### config.mk
export PLATFORM = sky130hd
export DESIGN_NAME = regfile_multiport_sync
export DESIGN_NICKNAME = d
export VERILOG_FILES = /design/src/rtl/regfile_pkg.sv /design/src/rtl/regfile_read_port.sv /design/src/rtl/regfile_multiport_sync.sv
export SDC_FILE = /design/constraint.sdc
export NUM_CORES = 2
export LEC_CHECK = 0
export CAP_MARGIN = 0
export CORE_ASPECT_RATIO = 1.25
export CORE_MARGIN = 2
export CORE_UTILIZATION = 25
export DETAILED_ROUTE_END_ITERATION = 10
export PLACE_DENSITY = 0.38
export SKIP_LAST_GASP = 1
export SYNTH_ARGS = -nofsm -noshare
export SYNTH_HDL_FRONTEND = slang
export SYNTH_SLANG_ARGS = --single-unit
### constraint.sdc
create_clock -name clock -period 1.97 [get_ports clock]
set_input_delay 0.394 -clock clock [delete_from_list [all_inputs] [get_ports clock]]
set_output_delay 0.394 -clock clock [all_outputs]
set_load 0.005 [all_outputs]
### src/rtl/regfile_pkg.sv
// Shared types and constants for the multiport register file.
// Optional write-to-read forwarding is enabled with `define REGFILE_BYPASS_EN.
package regfile_pkg;

    typedef enum logic {
        IDLE  = 1'b0,
        CLEAR = 1'b1
    } state_t;

    localparam int DEFAULT_DATA_WIDTH = 32;
    localparam int DEFAULT_ADDR_WIDTH = 5;
    localparam int DEFAULT_NUM_READ   = 2;

    // Index of the hardwired-zero register.
    localparam int REG_ZERO = 0;

endpackage

### src/rtl/regfile_read_port.sv
// One registered read port: address mux, register-0 forcing and, when
// REGFILE_BYPASS_EN is defined, same-edge write forwarding.
module regfile_read_port
    import regfile_pkg::*;
#(
    parameter int DATA_WIDTH = DEFAULT_DATA_WIDTH,
    parameter int ADDR_WIDTH = DEFAULT_ADDR_WIDTH,
    parameter int DEPTH      = 2 ** ADDR_WIDTH
) (
    input  logic                  clock,
    input  logic                  ctrl_reset_n,
    input  logic [ADDR_WIDTH-1:0] read_addr,
    input  logic [DATA_WIDTH-1:0] storage [DEPTH],
    input  logic                  write_accept,
    input  logic [ADDR_WIDTH-1:0] write_addr,
    input  logic [DATA_WIDTH-1:0] write_data,
    output logic [DATA_WIDTH-1:0] read_data
);

    logic [DATA_WIDTH-1:0] read_next;
    logic                  bypass_hit;

`ifdef REGFILE_BYPASS_EN
    // write_accept already excludes address 0 and writes dropped during a sweep.
    assign bypass_hit = write_accept && (write_addr == read_addr);
`else
    logic unused_bypass;
    assign unused_bypass = ^{write_accept, write_addr, write_data};
    assign bypass_hit    = 1'b0;
`endif

    // NOTE: every combinational output gets a default first so no path leaves
    // it unassigned; otherwise synthesis infers a latch.
    always_comb begin
        read_next = storage[read_addr];
        if (read_addr == ADDR_WIDTH'(REG_ZERO)) begin
            read_next = '0;
        end else if (bypass_hit) begin
            read_next = write_data;
        end
    end

    // NOTE: clocked state uses non-blocking assignments so every flop samples
    // pre-edge values regardless of block evaluation order.
    always_ff @(posedge clock or negedge ctrl_reset_n) begin
        if (!ctrl_reset_n) begin
            read_data <= '0;
        end else begin
            read_data <= read_next;
        end
    end

endmodule

### src/rtl/regfile_multiport_sync.sv
// Register file: one write port, NUM_READ registered read ports, r0 hardwired
// to zero, sequential bulk-clear sweep. Bypass via `define REGFILE_BYPASS_EN.
module regfile_multiport_sync
    import regfile_pkg::*;
#(
    parameter int DATA_WIDTH = DEFAULT_DATA_WIDTH,
    parameter int ADDR_WIDTH = DEFAULT_ADDR_WIDTH,
    parameter int NUM_READ   = DEFAULT_NUM_READ
) (
    input  logic                           clock,
    input  logic                           ctrl_reset_n,
    input  logic                           ctrl_write_enable,
    input  logic [ADDR_WIDTH-1:0]          ctrl_write_reg,
    input  logic [DATA_WIDTH-1:0]          data_write_reg,
    input  logic [NUM_READ*ADDR_WIDTH-1:0] ctrl_read_regs,
    output logic [NUM_READ*DATA_WIDTH-1:0] data_read_regs,
    input  logic                           ctrl_clear,
    output logic                           clear_busy
);

    localparam int DEPTH = 2 ** ADDR_WIDTH;
    localparam logic [ADDR_WIDTH-1:0] LAST_REG = ADDR_WIDTH'(DEPTH - 1);

    logic [DATA_WIDTH-1:0] storage [DEPTH];
    state_t                state, state_next;
    logic [ADDR_WIDTH-1:0] counter, counter_next;
    logic                  write_accept;

    assign write_accept = ctrl_write_enable && (state == IDLE) &&
                          (ctrl_write_reg != ADDR_WIDTH'(REG_ZERO));
    assign clear_busy   = (state == CLEAR);

    always_comb begin
        state_next   = state;
        counter_next = counter;
        unique case (state)
            IDLE: begin
                if (ctrl_clear) begin
                    state_next   = CLEAR;
                    counter_next = ADDR_WIDTH'(1);
                end
            end
            CLEAR: begin
                if (counter == LAST_REG) begin
                    state_next   = IDLE;
                    counter_next = '0;
                end else begin
                    counter_next = counter + ADDR_WIDTH'(1);
                end
            end
        endcase
    end

    always_ff @(posedge clock or negedge ctrl_reset_n) begin
        if (!ctrl_reset_n) begin
            state   <= IDLE;
            counter <= '0;
        end else begin
            state   <= state_next;
            counter <= counter_next;
        end
    end

    // NOTE: the array sits in the async reset branch because reset must zero
    // every register; this makes it flops rather than an inferred RAM macro.
    always_ff @(posedge clock or negedge ctrl_reset_n) begin
        if (!ctrl_reset_n) begin
            for (int i = 0; i < DEPTH; i++) begin
                storage[i] <= '0;
            end
        end else if (write_accept) begin
            storage[ctrl_write_reg] <= data_write_reg;
        end else if (state == CLEAR) begin
            storage[counter] <= '0;
        end
    end

    for (genvar k = 0; k < NUM_READ; k++) begin : g_read
        regfile_read_port #(
            .DATA_WIDTH(DATA_WIDTH),
            .ADDR_WIDTH(ADDR_WIDTH),
            .DEPTH     (DEPTH)
        ) u_port (
            .clock       (clock),
            .ctrl_reset_n(ctrl_reset_n),
            .read_addr   (ctrl_read_regs[k*ADDR_WIDTH +: ADDR_WIDTH]),
            .storage     (storage),
            .write_accept(write_accept),
            .write_addr  (ctrl_write_reg),
            .write_data  (data_write_reg),
            .read_data   (data_read_regs[k*DATA_WIDTH +: DATA_WIDTH])
        );
    end

endmodule

==> Word-level counts from Yosys, hierarchy flattened <==
Cells that the tools add are included.
{ "word_totals": {"regBits": 1094, "input_bits": 51, "word_cells": 81} }
{ "op_classes": {"n_addsub": 1, "n_lt_le_gt_ge": 6, "n_eq_ne": 2, "mux": 21, "bitwise": 7, "reduce_logical": 8} }
{ "ops": {"columns": ["cell", "n"], "rows": [
  ["two-way mux 1024 bit", 2],
  ["bitwise AND 1024 bit", 1],
  ["bitwise mux 1024 bit", 1],
  ["inverter 1024 bit", 1],
  ["binary-select mux 32 bit (select 5 bit)", 2],
  ["demux 32 bit (select 5 bit)", 2],
  ["two-way mux 32 bit", 8],
  ["greater-or-equal comparator 6 bit, second input constant", 4],
  ["inverter 5 -> 6 bit", 4],
  ["less-than comparator 6 x 1 -> 1 bit, second input constant", 2],
  ["zero test 5 bit", 2],
  ["two-way mux 5 bit", 2],
  ["one-hot mux 5 bit (2 select lines)", 1],
  ["adder 5 x 1 -> 5 bit, second input constant", 1],
  ["equality test 5 bit, second input constant", 1],
  ["nonzero test 5 bit", 1],
  ["logical AND 1 bit", 4],
  ["two-way mux 1 bit", 2],
  ["inequality test 2 bit, second input constant", 1],
  ["one-hot mux 1 bit (2 select lines)", 1],
  ["nonzero test 2 bit", 1],
  ["inverter 1 bit", 1]
]} }

==> Longest topological paths before layout <==
{ "depth": {"depth_word": 9, "depth_mapped": 8} }

==> Cells and area by module <==
A second synthesis with hierarchy kept.
{ "hier_totals": {"hier_cells": 4227, "hier_area_um2": 56487.9} }
{ "by_module_without_submodules": {"columns": ["module", "instances", "cells_each", "area_per_inst_um2", "seq_area_each_um2"], "rows": [
  ["regfile_multiport_sync", 1, 2499, 37422.1, 25774.7],
  ["regfile_read_port", 2, 864, 9532.9, 800.8]
]} }

==> Least setup slack after synthesis <==
Ideal clock, no wire load.
{ "synth_timing": {"path_kind": "in2reg", "from": "input port ctrl_read_regs[1]", "to": "register g_read[0].u_port.read_data[3]", "setup_time_ps": 147, "arrival_time_ps": 1790, "required_ps": 1823, "path_slack_ps": 33, "stages": 6, "n_path_buf": 2, "cell_sequence": "buf_2 -> buf_2 -> mux4_2 -> mux2_2 -> o21ai_0 -> a311oi_1"} }
{ "synth_between": {"elab_chain_len": 5} }
{ "synth_lines": {"columns": ["item", "line_no", "rtl"], "rows": [
  ["start: declaration", "regfile_multiport_sync.sv:15", "input logic [NUM_READ*ADDR_WIDTH-1:0] ctrl_read_regs,"],
  ["inverter 5 -> 6 bit (implied by the code)", "regfile_read_port.sv:35", "read_next = storage[read_addr];"],
  ["binary-select mux 32 bit (select 5 bit)", "regfile_read_port.sv:35", null],
  ["two-way mux 32 bit (implied by the code) (2 in series)", "regfile_read_port.sv:35", null],
  ["two-way mux 32 bit (*)", "regfile_read_port.sv:36", "if (read_addr == ADDR_WIDTH'(REG_ZERO)) begin"],
  ["named net g_read[0].u_port.read_next[3]", "regfile_read_port.sv:20", "logic [DATA_WIDTH-1:0] read_next;"],
  ["end signal: assignment", "regfile_read_port.sv:49", "read_data <= read_next;"],
  ["end: declaration", "regfile_read_port.sv:17", "output logic [DATA_WIDTH-1:0] read_data"]
]} }
The timed path passes the listed nets; every way through them passes the cells marked *. The select of a mux whose other input is x is not followed.
A chain may end at the register's enable or synchronous reset.

==> Worst setup path in the final report <==
{ "layout_timing": {"from": "register state (netlist: clear_busy)", "to": "register storage[42] (netlist name)"} }
{ "layout_between": {"elab_chain_len": 4} }
{ "layout_lines": {"columns": ["item", "line_no", "rtl"], "rows": [
  ["start: declaration", "regfile_multiport_sync.sv:25", "state_t state, state_next;"],
  ["start signal: assignment", "regfile_multiport_sync.sv:59", "state <= state_next;"],
  ["inverter 1 bit", null, null],
  ["logical AND 1 bit (2 in series)", "regfile_multiport_sync.sv:29", "assign write_accept = ctrl_write_enable && (state == IDLE) &&"],
  ["two-way mux 1024 bit / nonzero test 2 bit (equally long branches)", null, null],
  ["end signal: indexed assignment", "regfile_multiport_sync.sv:72", "storage[ctrl_write_reg] <= data_write_reg;"],
  ["end: declaration", "regfile_multiport_sync.sv:24", "logic [DATA_WIDTH-1:0] storage [DEPTH];"]
]} }
Several ways; a longest one is shown, not always the timed one.

==> flow_metrics.env <==
export IMPL_crit_top_cell="buf_12"
export IMPL_start_util_pct=25.2
export IMPL_grt_max_degree=82
export IMPL_layout_setup_ws_ns=-0.163
export IMPL_n_fill_cell=21375
export IMPL_p_per_area_nw_per_um2=982
export IMPL_hold_viol=0
export IMPL_fmax_mhz=469
export IMPL_finish_utilization_pct=32.7
export IMPL_cts_buffers=118
export IMPL_holdCritPathClass="input pin to register"
export IMPL_synth_top_cell_by_area="dfrtp_1"
export IMPL_area_delta_synth_final_pct=29.9
export IMPL_avgSynthCellArea_um2=14.1
export IMPL_die_h_um=530
export IMPL_cts_htree_levels=3
export IMPL_arrival_ns=2.78
export IMPL_p_leak_nw=31.6
export IMPL_insertion_delay_ns=0.76
export IMPL_dr_total_vias=42183
export IMPL_initialDrtViolationCount=3663
export IMPL_holdWs_ns=0.335
export IMPL_ys_types=51
export IMPL_rsz0062_at_grt="true"
export IMPL_combPwrFrac_pct=28.7
export IMPL_slew_headroom_pct=45.2
export IMPL_endpoint_kind="register"
export IMPL_path_class="register to register"
export IMPL_clockPowerShare_pct=35.2
export IMPL_cts_tree="built"
export IMPL_ios=116
export IMPL_min_period_ns=2.13
export IMPL_crit_buf_inv=4
export IMPL_place_gp_congestion=0.828
export IMPL_synth_flop_cell="dfrtp_1"
export IMPL_drv_cap=0
export IMPL_vdd_ir_drop_max_uv=680
export IMPL_intPower_w=0.0467
export IMPL_post_route_period_util_pct=108
export IMPL_drt_pass1_iterations=7
export IMPL_cts_sinks=1094
export IMPL_syn_nets=3971
export IMPL_path_cells="buf_6, nand3b_4, buf_12, buf_8, nor3_4, o22ai_4, buf_12, a22o_1"
export IMPL_tightest_slew_ns=0.817
export IMPL_die_w_um=424
export IMPL_drive_above_1_share_pct=36.9
export IMPL_core_area_um2=219000
export IMPL_fin_skew_ns=0.0301
export IMPL_via_per_inst=5.62
export IMPL_cp_required_ns=2.62
export IMPL_routedWlPerCell_um=34.7
export IMPL_rows=192
export IMPL_drv_slew=0
export IMPL_clockBufferDepth=3
export IMPL_p_switching_w=0.0237
export IMPL_p_seq_share_pct=36.1
export IMPL_slowest_stage="dfrtp_4"
export IMPL_cts_root_buf="clkbuf_16"
export IMPL_finalSetupViolCount=812
export IMPL_portBuffers=115
export IMPL_finalSetupTns_ns=-51.95
export IMPL_netlist_area_leader_share_pct=49.6
export IMPL_grt_pass1_wl_um=362000
export IMPL_startpoint_type="register"
export IMPL_p_sw_share_pct=33.6
export IMPL_ant_nets=0
export IMPL_die_area_um2=225000
export IMPL_multi_input_area_um2=26100
export IMPL_violations="negative setup slack"
export IMPL_netlist_area_um2=55200
export IMPL_overflow=0
export IMPL_grtUsageTotal_pct=22.5
export IMPL_drc_errors=0
export IMPL_ys_ff_latch=1094
export IMPL_post_dp_hpwl_um=170000
export IMPL_synthCells=3915
export IMPL_path_delay_family="buffers and inverters"
export IMPL_num_nets_final=4545
export IMPL_antenna_found_initial=10
export IMPL_clkTransAtPathRegs_ns=0.06
export IMPL_synth_edff_count=0
export IMPL_crit_path_max_incr_delay_ns=0.48
export IMPL_register_area_um2=27400
export IMPL_yosys_top_cells_area="dfrtp_1, mux4_2, a22o_1"
export IMPL_critPathMaxFanout=16
export IMPL_yosysWarningCount=0
export IMPL_grt_pass1_vias=43911
export IMPL_synthArstFlopShare_pct=100
export IMPL_wl_um=260000
export IMPL_seq_area_frac_synth_pct=49.6
export IMPL_status="finished with violations"
registers in the layout, summed over array words and instances (netlist names):
name,flops
counter,5
g_read.u_port.read_data,64
clear_busy,1
storage,1024
stage by stage:
stage               total power, W  setup slack, ns  cell area [µm²]  cells
finish                      0.0704           -0.163            71700   7501
global route                0.0726           -0.195            71700   7498
CTS                         0.0702           -0.115            71200   7470
detailed placement          0.0439           -0.935            66000   7213
global placement            0.0439           -0.950            66000   7213
floorplan                   0.0332           0.0331            55200   3915
tightest hold or removal path, stage by stage:
cell and delay, ns:
buf_8 0.18, nor2_4 0.13, a221oi_1 0.08, o21ai_0 0.10, a311oi_1 0.12
layer usage:
| layer | GRT usage (%) | vias to the layer above | part of all wire, % |
|---|---|---|---|
| li1 | - | 17069 | - |
| met1 | 29.9 | 23024 | 42 |
| met2 | 36.9 | 1653 | 48 |
| met3 | 3.34 | 435 | 5.5 |
| met4 | 8.96 | 2 | 5.2 |
| met5 | 0 | - | 0.0046 |
area by class of cell:
cell class	instances	share of cell area, %
diodes	9	0.0314
clock buffers	170	4.97
clock inverters	43	0.907
inverters	7	0.0436
multi-input cells	2307	36.4
flip-flops and latches	1094	38.2
well taps	2910	5.08
repair buffers	961	14.4
cells by family after synthesis:
| kind of cell | count (synthesis) | share of synthesized area, % |
|---|---|---|
| AOI/OAI and AO/OA | 1401 | 21.3 |
| xor gates and xnor gates | 2 | 0.0317 |
| adders and majority gates | 5 | 0.113 |
| buffers and inverters | 514 | 4.17 |
| DFF | 1094 | 49.6 |
| muxes | 640 | 21.9 |
| and+or+nand+nor | 259 | 2.90 |
power by group through the flow:
stage	clock network, W	logic (W)	registers [W]
after global placement	0	0.0181	0.0258
after global routing	0.0262	0.0208	0.0256
after floorplan	0	0.00797	0.0252
after detailed placement	0	0.0181	0.0258
final	0.0248	0.0202	0.0254
after CTS	0.0253	0.0194	0.0254
worst paths after layout:
path / start / end / slack [ns] / cells past startpoint
max in group asynchronous: ctrl_reset_n / storage[737] / 0.89 / 4
worst max register to register: clear_busy / storage[42] / -0.16 / 8
worst max-delay path: clear_busy / storage[42] / -0.16 / 8
min in group asynchronous: ctrl_reset_n / storage[638] / 0.42 / 3
worst min register to register: storage[1007] / storage[1007] / 0.51 / 1
worst min-delay path: ctrl_read_regs[6] / g_read[1].u_port.read_data[30] / 0.34 / 5
cell usage in the layout, fill, tap and decap left out, types with 40 or more instances in the layout:
cell / instances
dlygate4sd2_1: 55
nor2b_1: 64
mux4_2: 448
a22o_1: 992
nand2_1: 40
a22oi_1: 64
o21ai_0: 103
a211oi_1: 59
buf_12: 167
dfrtp_1: 1075
buf_4: 612
a221oi_1: 47
a311oi_1: 64
mux2i_1: 128
mux2_2: 64
clkbuf_16: 134
synth_stat cells, types with 4 or more instances:
| cell type | number |
|---|---|
| dfrtp_1 | 1094 |
| a22o_1 | 992 |
| mux4_2 | 448 |
| clkbuf_1 | 293 |
| buf_2 | 166 |
| mux2i_1 | 128 |
| o21ai_0 | 116 |
| nor2b_1 | 68 |
| a211oi_1 | 64 |
| a22oi_1 | 64 |
| a311oi_1 | 64 |
| mux2_2 | 64 |
| nor2_1 | 56 |
| a221oi_1 | 47 |
| nand2_1 | 43 |
| buf_4 | 40 |
| and2_1 | 34 |
| o2111ai_1 | 17 |
| nand2b_1 | 15 |
| o22ai_2 | 10 |
| o22ai_4 | 10 |
| inv_1 | 7 |
| nor3_4 | 7 |
| nor4_4 | 7 |
| buf_1 | 6 |
| o22ai_1 | 6 |
| ha_1 | 5 |
| a21oi_1 | 4 |
| nor3_1 | 4 |
what timing repair did:
action | 4_1_cts | 5_1_grt
resized for setup | 160 | 31
pin swaps | 8 | 14
setup endpoints to repair | 326 | 861
gates cloned | 20 | 16
setup buffers | 28 | 12
hold endpoints to repair | 389 | 0
hold buffers | 1 | 0
Power figures use the tool's default switching activity.
